<file path="config.mk">
export PLATFORM = sky130hd
export DESIGN_NAME = mem_stage_lsu
export DESIGN_NICKNAME = d
export VERILOG_FILES = /design/src/rtl/mem_stage_pkg.sv /design/src/rtl/lsu_align.sv /design/src/rtl/mem_stage_lsu.sv
export SDC_FILE = /design/constraint.sdc
export NUM_CORES = 1
export LEC_CHECK = 0
export ABC_AREA = 1
export CORE_AREA = 2 2 192 194
export CTS_BUF_LIST = sky130_fd_sc_hd__clkbuf_4
export CTS_CLUSTER_SIZE = 25
export DETAILED_ROUTE_END_ITERATION = 8
export DIE_AREA = 0 0 194 196
export GPL_TIMING_DRIVEN = 0
export PLACE_DENSITY = 0.73
export SLEW_MARGIN = 10
export SYNTH_ARGS = -nofsm -noshare
export SYNTH_HDL_FRONTEND = slang
export SYNTH_HIERARCHICAL = 1
export SYNTH_SLANG_ARGS = --single-unit
</file>
<file path="constraint.sdc">
create_clock -name i_clk -period 3.6 [get_ports i_clk]
set_input_delay 0.54 -clock i_clk [delete_from_list [all_inputs] [get_ports i_clk]]
set_output_delay 0.54 -clock i_clk [all_outputs]
set_load 0.01 [all_outputs]
</file>
<file path="src/rtl/mem_stage_pkg.sv">
// rtl/mem_stage_pkg.sv - shared types and constants for the memory-stage load/store unit
//
// Holds the funct3 access encoding, the access-size view of funct3[1:0],
// the request FSM state type and the strobe width.

package mem_stage_pkg;

    localparam int LSU_DATA_W = 64;
    localparam int STRB_W     = LSU_DATA_W / 8;

    // funct3 as seen by loads/stores; F3_DX (111) behaves like F3_D.
    typedef enum logic [2:0] {
        F3_B  = 3'b000,
        F3_H  = 3'b001,
        F3_W  = 3'b010,
        F3_D  = 3'b011,
        F3_BU = 3'b100,
        F3_HU = 3'b101,
        F3_WU = 3'b110,
        F3_DX = 3'b111
    } funct3_e;

    // Access size is funct3[1:0]; bit 2 only selects zero-extension.
    typedef enum logic [1:0] {
        SZ_B = 2'b00,
        SZ_H = 2'b01,
        SZ_W = 2'b10,
        SZ_D = 2'b11
    } size_e;

    typedef enum logic {
        ST_IDLE = 1'b0,
        ST_REQ  = 1'b1
    } lsu_state_e;

endpackage

</file>
<file path="src/rtl/lsu_align.sv">
// rtl/lsu_align.sv - combinational store lane alignment, strobes, load extraction and alignment check
//
// Ports:
//   i_st_off/i_st_size/i_st_data : store-side byte offset, size and source data
//   i_ld_off/i_ld_funct3/i_ld_rdata : load-side byte offset, funct3 and memory doubleword
//   o_st_wdata/o_st_wstrb         : replicated store data and shifted byte strobes
//   o_misaligned                  : store-side access violates natural alignment
//   o_ld_data                     : extracted and sign/zero-extended load result

module lsu_align
    import mem_stage_pkg::*;
(
    input  logic [2:0]            i_st_off,
    input  logic [1:0]            i_st_size,
    input  logic [LSU_DATA_W-1:0] i_st_data,
    input  logic [2:0]            i_ld_off,
    input  logic [2:0]            i_ld_funct3,
    input  logic [LSU_DATA_W-1:0] i_ld_rdata,
    output logic [LSU_DATA_W-1:0] o_st_wdata,
    output logic [STRB_W-1:0]     o_st_wstrb,
    output logic                  o_misaligned,
    output logic [LSU_DATA_W-1:0] o_ld_data
);

    size_e                 st_size;
    size_e                 ld_size;
    logic [STRB_W-1:0]     strb_base;
    logic [LSU_DATA_W-1:0] ld_shifted;
    logic                  ld_signed;

    assign st_size   = size_e'(i_st_size);
    assign ld_size   = size_e'(i_ld_funct3[1:0]);
    assign ld_signed = ~i_ld_funct3[2];

    // Replicating the source across every lane means the strobes alone pick
    // the target bytes; no data shifter is needed on the store path.
    always_comb begin
        o_st_wdata   = i_st_data;
        strb_base    = 8'hFF;
        o_misaligned = 1'b0;
        case (st_size)
            SZ_B: begin
                o_st_wdata   = {8{i_st_data[7:0]}};
                strb_base    = 8'h01;
            end
            SZ_H: begin
                o_st_wdata   = {4{i_st_data[15:0]}};
                strb_base    = 8'h03;
                o_misaligned = i_st_off[0];
            end
            SZ_W: begin
                o_st_wdata   = {2{i_st_data[31:0]}};
                strb_base    = 8'h0F;
                o_misaligned = |i_st_off[1:0];
            end
            default: begin
                o_st_wdata   = i_st_data;
                strb_base    = 8'hFF;
                o_misaligned = |i_st_off;
            end
        endcase
        o_st_wstrb = strb_base << i_st_off;
    end

    assign ld_shifted = i_ld_rdata >> {i_ld_off, 3'b000};

    always_comb begin
        o_ld_data = ld_shifted;
        case (ld_size)
            SZ_B:    o_ld_data = {{56{ld_signed & ld_shifted[7]}},  ld_shifted[7:0]};
            SZ_H:    o_ld_data = {{48{ld_signed & ld_shifted[15]}}, ld_shifted[15:0]};
            SZ_W:    o_ld_data = {{32{ld_signed & ld_shifted[31]}}, ld_shifted[31:0]};
            default: o_ld_data = ld_shifted;
        endcase
    end

endmodule

</file>
<file path="src/rtl/mem_stage_lsu.sv">
// rtl/mem_stage_lsu.sv - pipeline memory stage: single-outstanding load/store unit with output register
//
// Ports:
//   i_clk, i_rstn                  : clock, synchronous active-low reset
//   i_valid .. i_result_src        : execute-stage instruction and control
//   i_flush                        : kill whatever the output register loads next
//   o_mem_* / i_mem_ack/i_mem_rdata: doubleword-aligned memory request/response
//   o_stall                        : hold upstream stages while an access is pending
//   o_misaligned                   : one-cycle exception pulse with the output-register update
//   o_valid .. o_reg_we            : output register toward writeback

module mem_stage_lsu
    import mem_stage_pkg::*;
#(
    parameter int ADDR_WIDTH = 64,
    parameter int DATA_WIDTH = 64,
    parameter int REG_ADDR_W = 5
) (
    input  logic                    i_clk,
    input  logic                    i_rstn,
    input  logic                    i_valid,
    input  logic [DATA_WIDTH-1:0]   i_alu_result,
    input  logic [DATA_WIDTH-1:0]   i_write_data,
    input  logic [2:0]              i_funct3,
    input  logic                    i_mem_re,
    input  logic                    i_mem_we,
    input  logic                    i_reg_we,
    input  logic [REG_ADDR_W-1:0]   i_rd_addr,
    input  logic [2:0]              i_result_src,
    input  logic                    i_flush,
    output logic                    o_mem_req,
    output logic                    o_mem_we,
    output logic [ADDR_WIDTH-1:0]   o_mem_addr,
    output logic [DATA_WIDTH-1:0]   o_mem_wdata,
    output logic [DATA_WIDTH/8-1:0] o_mem_wstrb,
    input  logic                    i_mem_ack,
    input  logic [DATA_WIDTH-1:0]   i_mem_rdata,
    output logic                    o_stall,
    output logic                    o_misaligned,
    output logic                    o_valid,
    output logic [DATA_WIDTH-1:0]   o_alu_result,
    output logic [DATA_WIDTH-1:0]   o_read_data,
    output logic [REG_ADDR_W-1:0]   o_rd_addr,
    output logic [2:0]              o_result_src,
    output logic                    o_reg_we
);

    lsu_state_e state_q, state_d;

    // Request registers, held stable for the whole REQ state.
    logic                  mem_we_q,    mem_we_d;
    logic [ADDR_WIDTH-1:0] mem_addr_q,  mem_addr_d;
    logic [DATA_WIDTH-1:0] mem_wdata_q, mem_wdata_d;
    logic [STRB_W-1:0]     mem_wstrb_q, mem_wstrb_d;

    // Control captured with the request, replayed into the output register on ack.
    logic [2:0]            ld_off_q,    ld_off_d;
    logic [2:0]            ld_funct3_q, ld_funct3_d;
    logic [DATA_WIDTH-1:0] cap_alu_q,   cap_alu_d;
    logic [REG_ADDR_W-1:0] cap_rd_q,    cap_rd_d;
    logic [2:0]            cap_src_q,   cap_src_d;
    logic                  cap_reg_we_q, cap_reg_we_d;
    logic                  killed_q,    killed_d;

    // Output register.
    logic                  valid_q,      valid_d;
    logic [DATA_WIDTH-1:0] alu_q,        alu_d;
    logic [DATA_WIDTH-1:0] rdata_q,      rdata_d;
    logic [REG_ADDR_W-1:0] rd_q,         rd_d;
    logic [2:0]            src_q,        src_d;
    logic                  reg_we_q,     reg_we_d;
    logic                  misaligned_q, misaligned_d;

    logic                  stall;
    logic                  is_mem;
    logic                  misaligned;
    logic                  mem_access;
    logic [DATA_WIDTH-1:0] st_wdata;
    logic [STRB_W-1:0]     st_wstrb;
    logic [DATA_WIDTH-1:0] ld_data;

    lsu_align u_align (
        .i_st_off     (i_alu_result[2:0]),
        .i_st_size    (i_funct3[1:0]),
        .i_st_data    (i_write_data),
        .i_ld_off     (ld_off_q),
        .i_ld_funct3  (ld_funct3_q),
        .i_ld_rdata   (i_mem_rdata),
        .o_st_wdata   (st_wdata),
        .o_st_wstrb   (st_wstrb),
        .o_misaligned (misaligned),
        .o_ld_data    (ld_data)
    );

    assign is_mem     = i_valid & (i_mem_re | i_mem_we);
    assign mem_access = is_mem & ~misaligned;

    always_comb begin
        state_d      = state_q;
        mem_we_d     = mem_we_q;
        mem_addr_d   = mem_addr_q;
        mem_wdata_d  = mem_wdata_q;
        mem_wstrb_d  = mem_wstrb_q;
        ld_off_d     = ld_off_q;
        ld_funct3_d  = ld_funct3_q;
        cap_alu_d    = cap_alu_q;
        cap_rd_d     = cap_rd_q;
        cap_src_d    = cap_src_q;
        cap_reg_we_d = cap_reg_we_q;
        killed_d     = killed_q;
        // Output register defaults to a bubble; data fields hold.
        valid_d      = 1'b0;
        reg_we_d     = 1'b0;
        misaligned_d = 1'b0;
        alu_d        = alu_q;
        rdata_d      = rdata_q;
        rd_d         = rd_q;
        src_d        = src_q;
        stall        = 1'b0;

        case (state_q)
            ST_IDLE: begin
                if (mem_access) begin
                    stall        = 1'b1;
                    state_d      = ST_REQ;
                    mem_we_d     = i_mem_we;
                    mem_addr_d   = {i_alu_result[ADDR_WIDTH-1:3], 3'b000};
                    mem_wdata_d  = st_wdata;
                    mem_wstrb_d  = i_mem_we ? st_wstrb : '0;
                    ld_off_d     = i_alu_result[2:0];
                    ld_funct3_d  = i_funct3;
                    cap_alu_d    = i_alu_result;
                    cap_rd_d     = i_rd_addr;
                    cap_src_d    = i_result_src;
                    cap_reg_we_d = i_reg_we;
                    killed_d     = 1'b0;
                end else if (i_valid) begin
                    // Plain ALU ops and misaligned accesses both pass straight through;
                    // a misaligned access never writes its destination.
                    valid_d      = 1'b1;
                    reg_we_d     = i_reg_we & ~is_mem;
                    misaligned_d = is_mem;
                    alu_d        = i_alu_result;
                    rd_d         = i_rd_addr;
                    src_d        = i_result_src;
                end
            end
            ST_REQ: begin
                if (i_mem_ack) begin
                    state_d     = ST_IDLE;
                    mem_we_d    = 1'b0;
                    mem_wstrb_d = '0;
                    valid_d     = ~killed_q;
                    reg_we_d    = cap_reg_we_q & ~killed_q;
                    alu_d       = cap_alu_q;
                    rdata_d     = ld_data;
                    rd_d        = cap_rd_q;
                    src_d       = cap_src_q;
                end else begin
                    stall = 1'b1;
                    // A flush cannot abort the bus transaction, so remember it
                    // and suppress the result when it finally lands.
                    if (i_flush) begin
                        killed_d = 1'b1;
                    end
                end
            end
            default: state_d = ST_IDLE;
        endcase

        if (i_flush) begin
            valid_d      = 1'b0;
            reg_we_d     = 1'b0;
            misaligned_d = 1'b0;
        end
    end

    always_ff @(posedge i_clk) begin
        if (!i_rstn) begin
            state_q      <= ST_IDLE;
            mem_we_q     <= 1'b0;
            mem_addr_q   <= '0;
            mem_wdata_q  <= '0;
            mem_wstrb_q  <= '0;
            ld_off_q     <= '0;
            ld_funct3_q  <= '0;
            cap_alu_q    <= '0;
            cap_rd_q     <= '0;
            cap_src_q    <= '0;
            cap_reg_we_q <= 1'b0;
            killed_q     <= 1'b0;
            valid_q      <= 1'b0;
            alu_q        <= '0;
            rdata_q      <= '0;
            rd_q         <= '0;
            src_q        <= '0;
            reg_we_q     <= 1'b0;
            misaligned_q <= 1'b0;
        end else begin
            state_q      <= state_d;
            mem_we_q     <= mem_we_d;
            mem_addr_q   <= mem_addr_d;
            mem_wdata_q  <= mem_wdata_d;
            mem_wstrb_q  <= mem_wstrb_d;
            ld_off_q     <= ld_off_d;
            ld_funct3_q  <= ld_funct3_d;
            cap_alu_q    <= cap_alu_d;
            cap_rd_q     <= cap_rd_d;
            cap_src_q    <= cap_src_d;
            cap_reg_we_q <= cap_reg_we_d;
            killed_q     <= killed_d;
            valid_q      <= valid_d;
            alu_q        <= alu_d;
            rdata_q      <= rdata_d;
            rd_q         <= rd_d;
            src_q        <= src_d;
            reg_we_q     <= reg_we_d;
            misaligned_q <= misaligned_d;
        end
    end

    // Request is a pure function of the registered state, so reset drops it
    // at the next edge and any ack arriving afterwards finds the FSM idle.
    assign o_mem_req    = (state_q == ST_REQ);
    assign o_mem_we     = mem_we_q;
    assign o_mem_addr   = mem_addr_q;
    assign o_mem_wdata  = mem_wdata_q;
    assign o_mem_wstrb  = mem_wstrb_q;
    assign o_stall      = stall & i_rstn;
    assign o_misaligned = misaligned_q;
    assign o_valid      = valid_q;
    assign o_alu_result = alu_q;
    assign o_read_data  = rdata_q;
    assign o_rd_addr    = rd_q;
    assign o_result_src = src_q;
    assign o_reg_we     = reg_we_q;

endmodule

</file>
==> results of run 1 <==
## layout make-up
class,instances,area (µm²),share of cell area
Sequential cell,290,5810,0.260
Antenna cell,7,17.5,0.000785
Clock buffer,111,833,0.0373
Timing Repair Buffer,485,4850,0.217
Inverter,163,619,0.0278
Buffer,257,1640,0.0734
Tap cell,468,586,0.0262
Clock inverter,21,149,0.00667
Multi-Input combinational cell,1717,7820,0.350
## metrics by stage
stage	hold WS (ns)	utilization	setup WS [ns]	setup TNS (ns)	cell area, µm²
3_3_place_gp	0.451	0.590	-0.803	-0.803	21300
5_1_grt	0.288	0.618	0.132	0	22300
6_report	0.306	0.618	0.298	0	22300
2_1_floorplan	0.440	-	1.09	0	15900
4_1_cts	0.255	0.618	0.171	0	22300
3_5_place_dp	0.457	0.590	-0.775	-0.798	21300
## worst register-to-register path, stage by stage, from the launching register on
cell	delay (ns)
dfxtp_1	0.40
inv_1	0.19
nor3_2	0.54
buf_2	0.36
o211ai_1	0.22
nand4_1	0.18
o21ai_0	0.11
nor2_1	0.14
## sequential cells by signal (all words and copies together), names as in the netlist, 2 cells and up
register / flops
cap_rd_q: 5
o_read_data: 64
o_mem_wstrb: 8
ld_funct3_q: 3
o_mem_wdata: 64
cap_src_q: 3
ld_off_q: 2
o_alu_result: 64
cap_alu_q: 61
o_rd_addr: 5
o_result_src: 3
## cell families (layout without fill, tap and decap cells)
group,count (synthesis),count (layout),share of synthesized area
buffers and inverters,421,1037,0.142
AOI/OAI and AO/OA,469,469,0.157
muxes,2,2,0.00126
other,1,10,0.000237
DFF,290,290,0.366
and+or+nand+nor,1243,1243,0.333
## worst max path at each step
stage | end | depth (start not counted)
2_1_floorplan | o_stall | 12
3_3_place_gp | o_stall | 13
3_5_place_dp | o_stall | 13
4_1_cts | o_stall | 13
5_1_grt | o_stall | 13
6_report | o_stall | 13
## cells in the mapped netlist
cell / number
mux2i_1: 2
o21ai_1: 15
nor2_4: 1
o21a_1: 1
nand3_2: 43
buf_2: 83
inv_4: 1
inv_6: 1
o21bai_2: 2
conb_1: 1
buf_8: 3
or2_2: 6
o211ai_2: 3
inv_1: 155
nor3_1: 4
a21oi_1: 204
o31ai_1: 1
nor2_1: 275
o21ai_0: 206
or2_1: 2
nand3_1: 110
buf_4: 98
dfxtp_1: 290
buf_1: 7
o211ai_1: 23
o21ai_2: 3
nor2_2: 3
inv_2: 6
nand4_1: 41
buf_6: 22
o21bai_1: 1
nand2_2: 15
nand2_4: 2
a22oi_1: 2
clkbuf_1: 45
a221oi_1: 8
nand2_1: 740
nor3_2: 1
## where the power goes
group	switching (mW)	internal (mW)	leakage, nW
Sequential	0.137	3.43	2.37
Clock	1.47	1.57	0.590
Combinational	1.43	1.12	6.89
Total	3.04	6.12	9.85
## timing repair
| item | 4_1_cts | 5_1_grt |
|---|---|---|
| endpoints found under the setup margin | 1 | 1 |
| hold buffers | 0 | 0 |
| gates resized for setup | 9 | 3 |
| pin swaps | 0 | 1 |
## layer usage
metal,global-route usage,vias up,part of all wire
met3,0.0815,175,0.087
met5,0,-,0
met1,0.417,8606,0.39
met2,0.571,932,0.47
met4,0.195,0,0.053
li1,-,8894,-
==> flow_summary.yaml, run 1 <==
outcome:
  run_status: "finished clean"
yosys:
  synth_cells: 2426
  syn_area_um2: 15900
  avgSynthCellArea_um2: 6.54
  yosysWarnings: 6
  synth_largest_area_cell: "dfxtp_1"
  synth-seq-cells: 290
  seq_area_frac_synth: 0.366
  synthDistinctLibCells: 38
  yosys-top-cells-area: "dfxtp_1 37%, nand2_1 18%, nor2_1 6.5%"
  yosysTopAreaCellShare: 0.366
timing:
  hold_viol_final: 0
  fin_skew_ns: 0.0778
  rsz0062_at_grt: "no"
  drv_slew: 0
  max_freq_mhz: 303
  fin_crit_ns: 3.30
  setup_viol_count_final: 0
  finalCritPeriodShare: 0.917
  tightest_slew_ns: 0.816
  maxSlewHeadroom: 0.456
cts:
  cts_buffers: 81
  cts_buffer_depth: 3
  post_cts_buffers: 0
  cts.clk_slew.worst_paths_ns: 0.06
  insertion_delay_ns: 0.78
  h-tree-depth: 3
  cts_sinks: 290
  cts_tree: "built"
  root_buffer: "clkbuf_4"
floorplan:
  die_h_um: 196
  die_x_um: 194
  initial_core_util: 0.439
  core_area_um2: 36100
  ios: 489
  dieArea_um2: 38000
  num_rows: 70
global_route:
  antenna_found_initial: 7
  grt_max_degree: 13
  grt_pass1_vias: 18000
  grt_pass1_wl_mm: 103
  grtUsageTotal: 0.347
  overflow: 0
place:
  place_hpwl_mm: 53.6
  portBuffers: 485
  gp_congestion: 0.972
  dpl.cell_count: 3381
worst_hold_path:
  hold_depth: 3
  min_to: "ld_funct3_q[1]"
  worstHoldStart: "i_funct3[1]"
  hold_class: "in -> reg"
critical_path:
  critical_path_class: "in -> out"
  reg2reg_slack_ns: 1.33
  timing.critical_path.from: "i_funct3[1]"
  critPathMaxStageDelay_ns: 0.33
  cp_slowest_cell: "dlygate4sd2_1"
  rr_worst_depth: 7
  required_ns: 3.06
  cp-end-kind: "output pin"
  r2r_start: "ld_funct3_q[1]"
  crit_family: "buffers and inverters"
  critPathLaunchType: "primary input"
  cp_cell_sequence: "dlygate4sd2_1, buf_4, inv_2, nand2_1, inv_1, nor2_4, o21ai_0, o21ai_0, nor2_2, nand3_4, buf_4, a21oi_1, clkbuf_2"
  timing.rr.end: "o_read_data[41]"
  worst-path-buf-inv: 6
  cp_max_fo: 12
  crit_arrival_ns: 2.76
detailed_routing:
  drc: 0
  vias_per_cell: 5.29
  wl_mm: 68.1
  post_drt_wl_per_cell_um: 19.4
  dr.pass1.iters: 5
  drtIter0Drc: 1224
  vias: 18600
  ant_nets: 0
power:
  leakage_nw: 9.85
  ir_worst_vdd_uv: 288
  total_power_mw: 9.16
  power_density_nw_per_um2: 411
finish:
  layout_common_cells: "740 x nand2_1, 482 x clkdlybuf4s50_1, 290 x dfxtp_1"
  finalNonFillerCells: 3519
  nets: 3206
  fillers: 3422
  final_common_cell: "nand2_1"
  area_growth_pct: 40.8
  final_layout_size_suffix_gt1_frac: 0.137
run:
  maxCapViolCount: 0
Note: power is estimated with default switching activity, not from simulation.
==> run 2: changes to the inputs <==
--- a/config.mk
+++ b/config.mk
@@ -13,7 +13,6 @@
 export DIE_AREA = 0 0 194 196
 export GPL_TIMING_DRIVEN = 0
 export PLACE_DENSITY = 0.73
-export SLEW_MARGIN = 10
 export SYNTH_ARGS = -nofsm -noshare
 export SYNTH_HDL_FRONTEND = slang
 export SYNTH_HIERARCHICAL = 1
==> results of run 2 <==
No change in the layout: final DEF, timing and power equal those of run 1.
